===== src/rtl/alu_pkg.sv =====
// Shared definitions for the ALU issue stage: opcodes, issue FSM states and
// instruction field positions for the {op, rd, rs1, rs2} encoding.
package alu_pkg;

    localparam logic [1:0] ALU_ADD  = 2'd0;
    localparam logic [1:0] ALU_SUB  = 2'd1;
    localparam logic [1:0] ALU_MUL  = 2'd2;
    localparam logic [1:0] ALU_PASS = 2'd3;

    typedef enum logic [1:0] {
        IDLE = 2'd0,
        WAIT = 2'd1,
        WB   = 2'd2
    } issue_state_e;

    // rs2 sits at bit 0; the other fields stack above it, op on top.
    function automatic int instr_width(input int aw);
        return 2 + 3 * aw;
    endfunction

    function automatic int rs1_lsb(input int aw);
        return aw;
    endfunction

    function automatic int rd_lsb(input int aw);
        return 2 * aw;
    endfunction

    function automatic int op_lsb(input int aw);
        return 3 * aw;
    endfunction

endpackage


===== src/rtl/alu_regfile.sv =====
// Register file for the issue stage: two operand read ports, one debug read
// port, one write port, and a synchronous active-low clear of every entry.
module alu_regfile #(
    parameter int N      = 12,
    parameter int ADDR_W = 3
) (
    input  logic              clk,
    input  logic              rstn,
    input  logic              we_i,
    input  logic [ADDR_W-1:0] waddr_i,
    input  logic [N-1:0]      wdata_i,
    input  logic [ADDR_W-1:0] raddr1_i,
    output logic [N-1:0]      rdata1_o,
    input  logic [ADDR_W-1:0] raddr2_i,
    output logic [N-1:0]      rdata2_o,
    input  logic [ADDR_W-1:0] dbg_addr_i,
    output logic [N-1:0]      dbg_data_o
);

    logic [N-1:0] mem_q [2**ADDR_W];

    always_ff @(posedge clk) begin
        if (!rstn) begin
            for (int i = 0; i < 2**ADDR_W; i++) begin
                mem_q[i] <= '0;
            end
        end else if (we_i) begin
            mem_q[waddr_i] <= wdata_i;
        end
    end

    assign rdata1_o   = mem_q[raddr1_i];
    assign rdata2_o   = mem_q[raddr2_i];
    assign dbg_data_o = mem_q[dbg_addr_i];

endmodule


===== src/rtl/alu_issue_ctrl.sv =====
// Single-issue front end for the clocked ALU: reads operands, waits out the ALU
// latency, writes the result back. Define ALU_ISSUE_PERF_CNT_EN for perf_count.
module alu_issue_ctrl
    import alu_pkg::*;
#(
    parameter int N          = 12,
    parameter int REG_ADDR_W = 3,
    parameter int ALU_LAT    = 1
) (
    input  logic                                 clk,
    input  logic                                 rstn,
    input  logic                                 instr_valid,
    output logic                                 instr_ready,
    input  logic [instr_width(REG_ADDR_W)-1:0]   instr,
    input  logic                                 ld_en,
    output logic                                 ld_ready,
    input  logic [REG_ADDR_W-1:0]                ld_addr,
    input  logic [N-1:0]                         ld_data,
    output logic [N-1:0]                         alu_in1,
    output logic [N-1:0]                         alu_in2,
    output logic [1:0]                           alu_op,
    input  logic [N-1:0]                         alu_out,
    input  logic                                 alu_z,
    output logic                                 done,
    output logic                                 zflag,
    input  logic [REG_ADDR_W-1:0]                dbg_addr,
    output logic [N-1:0]                         dbg_data,
    output logic [15:0]                          perf_count
);

    localparam int RS1_LSB = rs1_lsb(REG_ADDR_W);
    localparam int RD_LSB  = rd_lsb(REG_ADDR_W);
    localparam int OP_LSB  = op_lsb(REG_ADDR_W);
    localparam logic [2:0] LAT_INIT = 3'(ALU_LAT - 1);

    issue_state_e          state_q, state_d;
    logic [N-1:0]          alu_in1_q, alu_in1_d;
    logic [N-1:0]          alu_in2_q, alu_in2_d;
    logic [1:0]            alu_op_q, alu_op_d;
    logic [REG_ADDR_W-1:0] rd_q, rd_d;
    logic [2:0]            cnt_q, cnt_d;
    logic                  done_q, done_d;
    logic                  zflag_q, zflag_d;

    logic [REG_ADDR_W-1:0] instr_rs1, instr_rs2, instr_rd;
    logic [1:0]            instr_op;
    logic [N-1:0]          rs1_data, rs2_data;
    logic                  rf_we;
    logic [REG_ADDR_W-1:0] rf_waddr;
    logic [N-1:0]          rf_wdata;

    assign instr_rs2 = instr[0 +: REG_ADDR_W];
    assign instr_rs1 = instr[RS1_LSB +: REG_ADDR_W];
    assign instr_rd  = instr[RD_LSB +: REG_ADDR_W];
    assign instr_op  = instr[OP_LSB +: 2];

    // A pending instruction always beats a preload in IDLE.
    assign instr_ready = (state_q == IDLE);
    assign ld_ready    = (state_q == IDLE) && !instr_valid;

    assign rf_we    = (state_q == WB) || (ld_en && ld_ready);
    assign rf_waddr = (state_q == WB) ? rd_q : ld_addr;
    assign rf_wdata = (state_q == WB) ? alu_out : ld_data;

    alu_regfile #(
        .N      (N),
        .ADDR_W (REG_ADDR_W)
    ) u_regfile (
        .clk        (clk),
        .rstn       (rstn),
        .we_i       (rf_we),
        .waddr_i    (rf_waddr),
        .wdata_i    (rf_wdata),
        .raddr1_i   (instr_rs1),
        .rdata1_o   (rs1_data),
        .raddr2_i   (instr_rs2),
        .rdata2_o   (rs2_data),
        .dbg_addr_i (dbg_addr),
        .dbg_data_o (dbg_data)
    );

    // WAIT lasts exactly ALU_LAT cycles: the counter starts at ALU_LAT-1.
    always_comb begin
        state_d   = state_q;
        alu_in1_d = alu_in1_q;
        alu_in2_d = alu_in2_q;
        alu_op_d  = alu_op_q;
        rd_d      = rd_q;
        cnt_d     = cnt_q;
        done_d    = 1'b0;
        zflag_d   = zflag_q;
        case (state_q)
            IDLE: begin
                if (instr_valid) begin
                    state_d   = WAIT;
                    alu_in1_d = rs1_data;
                    alu_in2_d = rs2_data;
                    alu_op_d  = instr_op;
                    rd_d      = instr_rd;
                    cnt_d     = LAT_INIT;
                end
            end
            WAIT: begin
                if (cnt_q == 3'd0) begin
                    state_d = WB;
                end else begin
                    cnt_d = cnt_q - 3'd1;
                end
            end
            WB: begin
                state_d = IDLE;
                done_d  = 1'b1;
                zflag_d = alu_z;
            end
            default: state_d = IDLE;
        endcase
    end

    always_ff @(posedge clk) begin
        if (!rstn) begin
            state_q   <= IDLE;
            alu_in1_q <= '0;
            alu_in2_q <= '0;
            alu_op_q  <= '0;
            rd_q      <= '0;
            cnt_q     <= '0;
            done_q    <= 1'b0;
            zflag_q   <= 1'b0;
        end else begin
            state_q   <= state_d;
            alu_in1_q <= alu_in1_d;
            alu_in2_q <= alu_in2_d;
            alu_op_q  <= alu_op_d;
            rd_q      <= rd_d;
            cnt_q     <= cnt_d;
            done_q    <= done_d;
            zflag_q   <= zflag_d;
        end
    end

    assign alu_in1 = alu_in1_q;
    assign alu_in2 = alu_in2_q;
    assign alu_op  = alu_op_q;
    assign done    = done_q;
    assign zflag   = zflag_q;

`ifdef ALU_ISSUE_PERF_CNT_EN
    logic [15:0] perf_q, perf_d;

    assign perf_d = (state_q == WB) ? perf_q + 16'd1 : perf_q;

    always_ff @(posedge clk) begin
        if (!rstn) begin
            perf_q <= '0;
        end else begin
            perf_q <= perf_d;
        end
    end

    assign perf_count = perf_q;
`else
    assign perf_count = '0;
`endif

endmodule


===== config.mk =====
export PLATFORM = sky130hd
export DESIGN_NAME = alu_issue_ctrl
export DESIGN_NICKNAME = d
export VERILOG_FILES = /design/src/rtl/alu_pkg.sv /design/src/rtl/alu_regfile.sv /design/src/rtl/alu_issue_ctrl.sv
export SDC_FILE = /design/constraint.sdc
export NUM_CORES = 1
export LEC_CHECK = 0
export ABC_AREA = 1
export CAP_MARGIN = 25
export CELL_PAD_IN_SITES_DETAIL_PLACEMENT = 2
export CELL_PAD_IN_SITES_GLOBAL_PLACEMENT = 2
export CORE_MARGIN = 2
export CORE_UTILIZATION = 32
export CTS_CLUSTER_DIAMETER = 200
export CTS_CLUSTER_SIZE = 12
export DETAILED_ROUTE_END_ITERATION = 16
export PLACE_DENSITY_LB_ADDON = 0.1
export SYNTH_ARGS = -nofsm -noshare
export SYNTH_HDL_FRONTEND = slang
export SYNTH_SLANG_ARGS = --single-unit

===== constraint.sdc =====
create_clock -name clk -period 2.1 [get_ports clk]
set_clock_uncertainty 0.05 [all_clocks]
set_input_delay 0.315 -clock clk [delete_from_list [all_inputs] [get_ports clk]]
set_output_delay 0.315 -clock clk [all_outputs]
set_load 0.02 [all_outputs]

==> Word level (Yosys, flattened, before mapping) <==
Memory sizes are Yosys's and may differ from the RTL's. A register that Yosys moved wholly into a read port is not among the register bits.
Cells that the tools add are included.
{ "word_totals": {"ff_bits": 12, "ram_bits": 96, "input_bits": 46, "out_inout_bits": 58, "elab_cells": 42, "mem_count": 1} }
{ "mem_list": {"columns": ["name", "depth", "word_bits", "rd", "rd_clocked_by_memory_dff", "write_ports", "line_no", "source"], "rows": [
  ["u_regfile.mem_q", 8, 12, 3, 2, 8, "alu_regfile.sv:20", "logic [N-1:0] mem_q [2**ADDR_W];"]
]} }
{ "op_classes": {"n_addsub": 1, "eq_ne": 5, "muxes": 16, "n_reduce_logical": 13} }
{ "op_table": {"columns": ["operator", "n"], "rows": [
  ["12-bit two-way mux", 2],
  ["3-bit two-way mux", 4],
  ["12-bit OR reduction", 1],
  ["1-bit two-way mux", 6],
  ["2-bit inequality test (second input constant)", 3],
  ["3-bit one-hot mux with 2 select lines", 1],
  ["2-bit two-way mux", 2],
  ["2-bit one-hot mux with 2 select lines", 1],
  ["2-bit AND reduction", 2],
  ["1-bit zero test", 3],
  ["3-bit zero test", 1],
  ["3-bit AND reduction", 1],
  ["3-bit by 1-bit subtractor with 3-bit output (second input constant)", 1],
  ["2-bit by 1-bit equality test with 1-bit output (second input constant)", 1],
  ["2-bit equality test (second input constant)", 1],
  ["1-bit logical AND", 2],
  ["2-bit zero test", 1],
  ["2-bit nonzero test", 1],
  ["1-bit logical OR", 1]
]} }

==> Logic depth before layout (Yosys ltp) <==
{ "logic_depth": {"ltp_word": 9, "mapped_depth": 9, "depth_no_buf": 9} }

==> Cells and area by module <==
From an unflattened synthesis, not the netlist that was laid out.
{ "unflattened": {"hier_cells": 1250, "area_unflattened_um2": 8293.0} }
{ "by_module_without_submodules": {"columns": ["module", "instances", "cells_each", "area_each_um2"], "rows": [
  ["alu_regfile", 1, 1008, 6635.1],
  ["alu_issue_ctrl", 1, 242, 1657.8]
]} }

==> Worst setup path before layout <==
OpenSTA, ideal clock, no wires.
{ "synth_path": {"path_type": "reg2reg", "start": "reg state_q[1]", "end": "mem u_regfile.mem_q[0][0], enable pin", "arrival_ps": 1464, "slack_ps": 236, "path_stages_with_launch": 8, "path_buffers": 2, "path_cell_list": "dfxtp_1 buf_6 nor2_4 nand4_1 nand2_4 nand3_2 buf_6 nand2_1"} }
{ "synth_rtl": {"columns": ["element", "line_no", "source"], "rows": [
  ["start: declaration", "alu_issue_ctrl.sv:36", "issue_state_e state_q, state_d;"],
  ["start signal: assignment", "alu_issue_ctrl.sv:130", "state_q <= state_d;"],
  ["end: declaration", "alu_regfile.sv:20", null]
]} }

==> qor.txt <==
clk sinks -> 132
Worst EP required -> 1.74 ns
peak fanout along the critical path -> 3
IO Pins -> 104
Placer Congestion -> 0.8127
CTS tree -> done
Crit Path Category -> reg -> out
Worst-path clk slew -> 0.07 ns
Site Rows -> 57
Via density -> 5.107
H-tree depth -> 4
Post-synth EDFFs -> 96
Leak -> 4.617 nW
Unique masters post-synth -> 31
syn avg cell area -> 7.356 um^2
cell with the most instances after synthesis -> nand2_1
Period minus WS final -> 2.044 ns
synth top area cells -> edfxtp_1, nand2_1, nand3_1
FFs w/ async S/R, synth -> 0
startpoint types -> register
Max Clk Rate -> 489.3 MHz
synth warn -> 0
number of global-route vias before repair -> 8,061
DRC Markers -> 0
Power Density -> 743.4 nW/um^2
fraction of layout cells with a size suffix above 1 -> 0.1331
remaining antenna violation count after routing -> 0
Synth top cells by count -> nand2_1, nand3_1, inv_1, nor2_1, edfxtp_1
Yosys top cell area share -> 0.3619
Worst slew margin -> 0.6649
largest net degree at the start of global routing -> 49
DR WL/cell -> 21.08 um
Worst VDD drop -> 0.4931 mV
initial antenna violation count -> 0
Skew-Pair Late Insertion Delay -> 0.43 ns
DRT iter0 DRCs -> 543
quantity of I/O buffers inserted on ports -> 87
Die Footprint -> 26,170 um^2
number of max-cap violations -> 0
routed wire length -> 32.03 mm
Fillers -> 2,855
Yosys reg bits -> 132
n_diodes -> 0
final setup violation count -> 0
Core Util, Final -> 0.4134
P&R area growth vs syn -> 26.57%
Slew Limit Fails -> 0
starting density of the core -> 0.3266
Worst Path Arrival -> 1.68 ns
DP Area -> 9510 um^2
first-pass GRT wire length -> 49.76 mm
dominant synthesized flop cell -> edfxtp_1
via count -> 7,758
Seq/Total Area, Yosys -> 0.4523
Root Buffer -> clkbuf_16
GRT Util Overall -> 0.2508
Reg area -> 3605 um^2
cell area after layout -> 10,080 um^2
Worst Tran Pin Value -> 0.4928 ns
cts bufs inserted -> 17
Multi-input gate area -> 3487 um^2
Die Y -> 161.8 um
Yosys top cell by area -> edfxtp_1
Die Width -> 161.8 um
cell count after synthesis -> 1,083
crit share post-route -> 0.9732
area of the core -> 24,390 um^2
Post-Syn Area -> 7966 um^2
Layout Nets -> 1,230
grt total ovfl -> 0
Final Hold Violating Endpoints -> 0
crit end category -> primary output
type of the worst min-delay path -> reg -> reg
outcome -> finished clean
hold slack -> 0.3796 ns
Clock Tree Buf Depth -> 2
first drt pass iteration count -> 5
Final HPWL DP -> 24.03 mm
cell families after synthesis:
kind of cell | synth area share
buf+inv | 0.1173
other cells | 0.0004707
mux | 0.02152
fa+ha+maj | 0.003141
compound gates | 0.07005
simple gates | 0.3352
flops | 0.4523
path summary, 6_finish.rpt:
kind,from,to,slack [ns],cells after the start
setup / recovery,u_regfile.mem_q[6][2],dbg_data[2],0.06,7
hold / removal,cnt_q[0],cnt_q[0],0.38,1
setup reg to reg,state_q[1],u_regfile.mem_q[0][9],0.24,7
hold reg to reg,cnt_q[0],cnt_q[0],0.38,1
worst max-delay path, stage by stage, from the launching register on:
cell and delay, ns:
edfxtp_1 0.37, inv_1 0.21, a21oi_1 0.10, o21ai_0 0.08, nand2_1 0.07, nand2_1 0.06, nand2_1 0.10, clkdlybuf4s15_2 0.27
stage by stage:
step / power (W) / TNS, ns / std cells / setup slack, ns
2_1_floorplan: 0.003867 / 0 / 1098 / 0.2356
3_3_place_gp: 0.004499 / -5.933 / 1486 / -0.5314
3_5_place_dp: 0.004553 / -6.213 / 1486 / -0.5932
4_1_cts: 0.007538 / 0 / 1518 / 0.009414
5_1_grt: 0.007800 / -0.02740 / 1519 / -0.02740
6_report: 0.007496 / 0 / 1519 / 0.05622
power by group:
group	internal, W	leakage [nW]	switching, W	total (W)
clock	0.00159	0.287	0.00142	0.00301
sequential	0.00293	1.29	0.0000973	0.00303
combinational	0.000542	3.04	0.000913	0.00145
placed cells by master (no fill, tap or decap), types with 3 or more instances in the layout:
cell type	n
dfxtp_1	35
inv_2	19
inv_1	102
clkdlybuf4s50_1	71
buf_6	3
nand3_2	8
inv_6	6
buf_12	19
clkinv_8	3
nand3_1	171
mux2i_1	3
nand2_1	331
inv_8	4
nor2_1	96
nor2_2	11
mux2i_2	7
conb_1	16
buf_2	6
a21oi_1	51
o21ai_0	51
edfxtp_1	96
clkbuf_16	17
clkdlybuf4s15_2	5
buf_4	39
a22o_1	3
registers in the layout (all words and copies together) (netlist names):
register,cells
alu_in1,12
cnt_q,3
zflag,1
state_q,2
alu_in2,12
u_regfile.mem_q,96
rd_q,3
alu_op,2
done,1
per-layer routing:
layer	share of wire	vias to the layer above	global-route usage
li1	-	3658	-
met2	0.46	218	0.4052
met3	0.051	17	0.03396
met5	0	-	0
met1	0.48	3865	0.3655
met4	0.0071	0	0.03862
repair_timing:
action                                  4_1_cts  5_1_grt
buffers inserted                              0        1
endpoints found under the setup margin       13       56
hold buffers                                  0        0
resized for setup                            42       24
layout make-up:
| cell class | count | area share |
|---|---|---|
| repair buffers | 148 | 0.1529 |
| multi-input cells | 761 | 0.3458 |
| clock inverters | 15 | 0.01576 |
| flip-flops and latches | 132 | 0.3575 |
| inverters | 122 | 0.04566 |
| clock buffers | 17 | 0.04219 |
| well taps | 324 | 0.04020 |
Power figures use the tool's default switching activity.
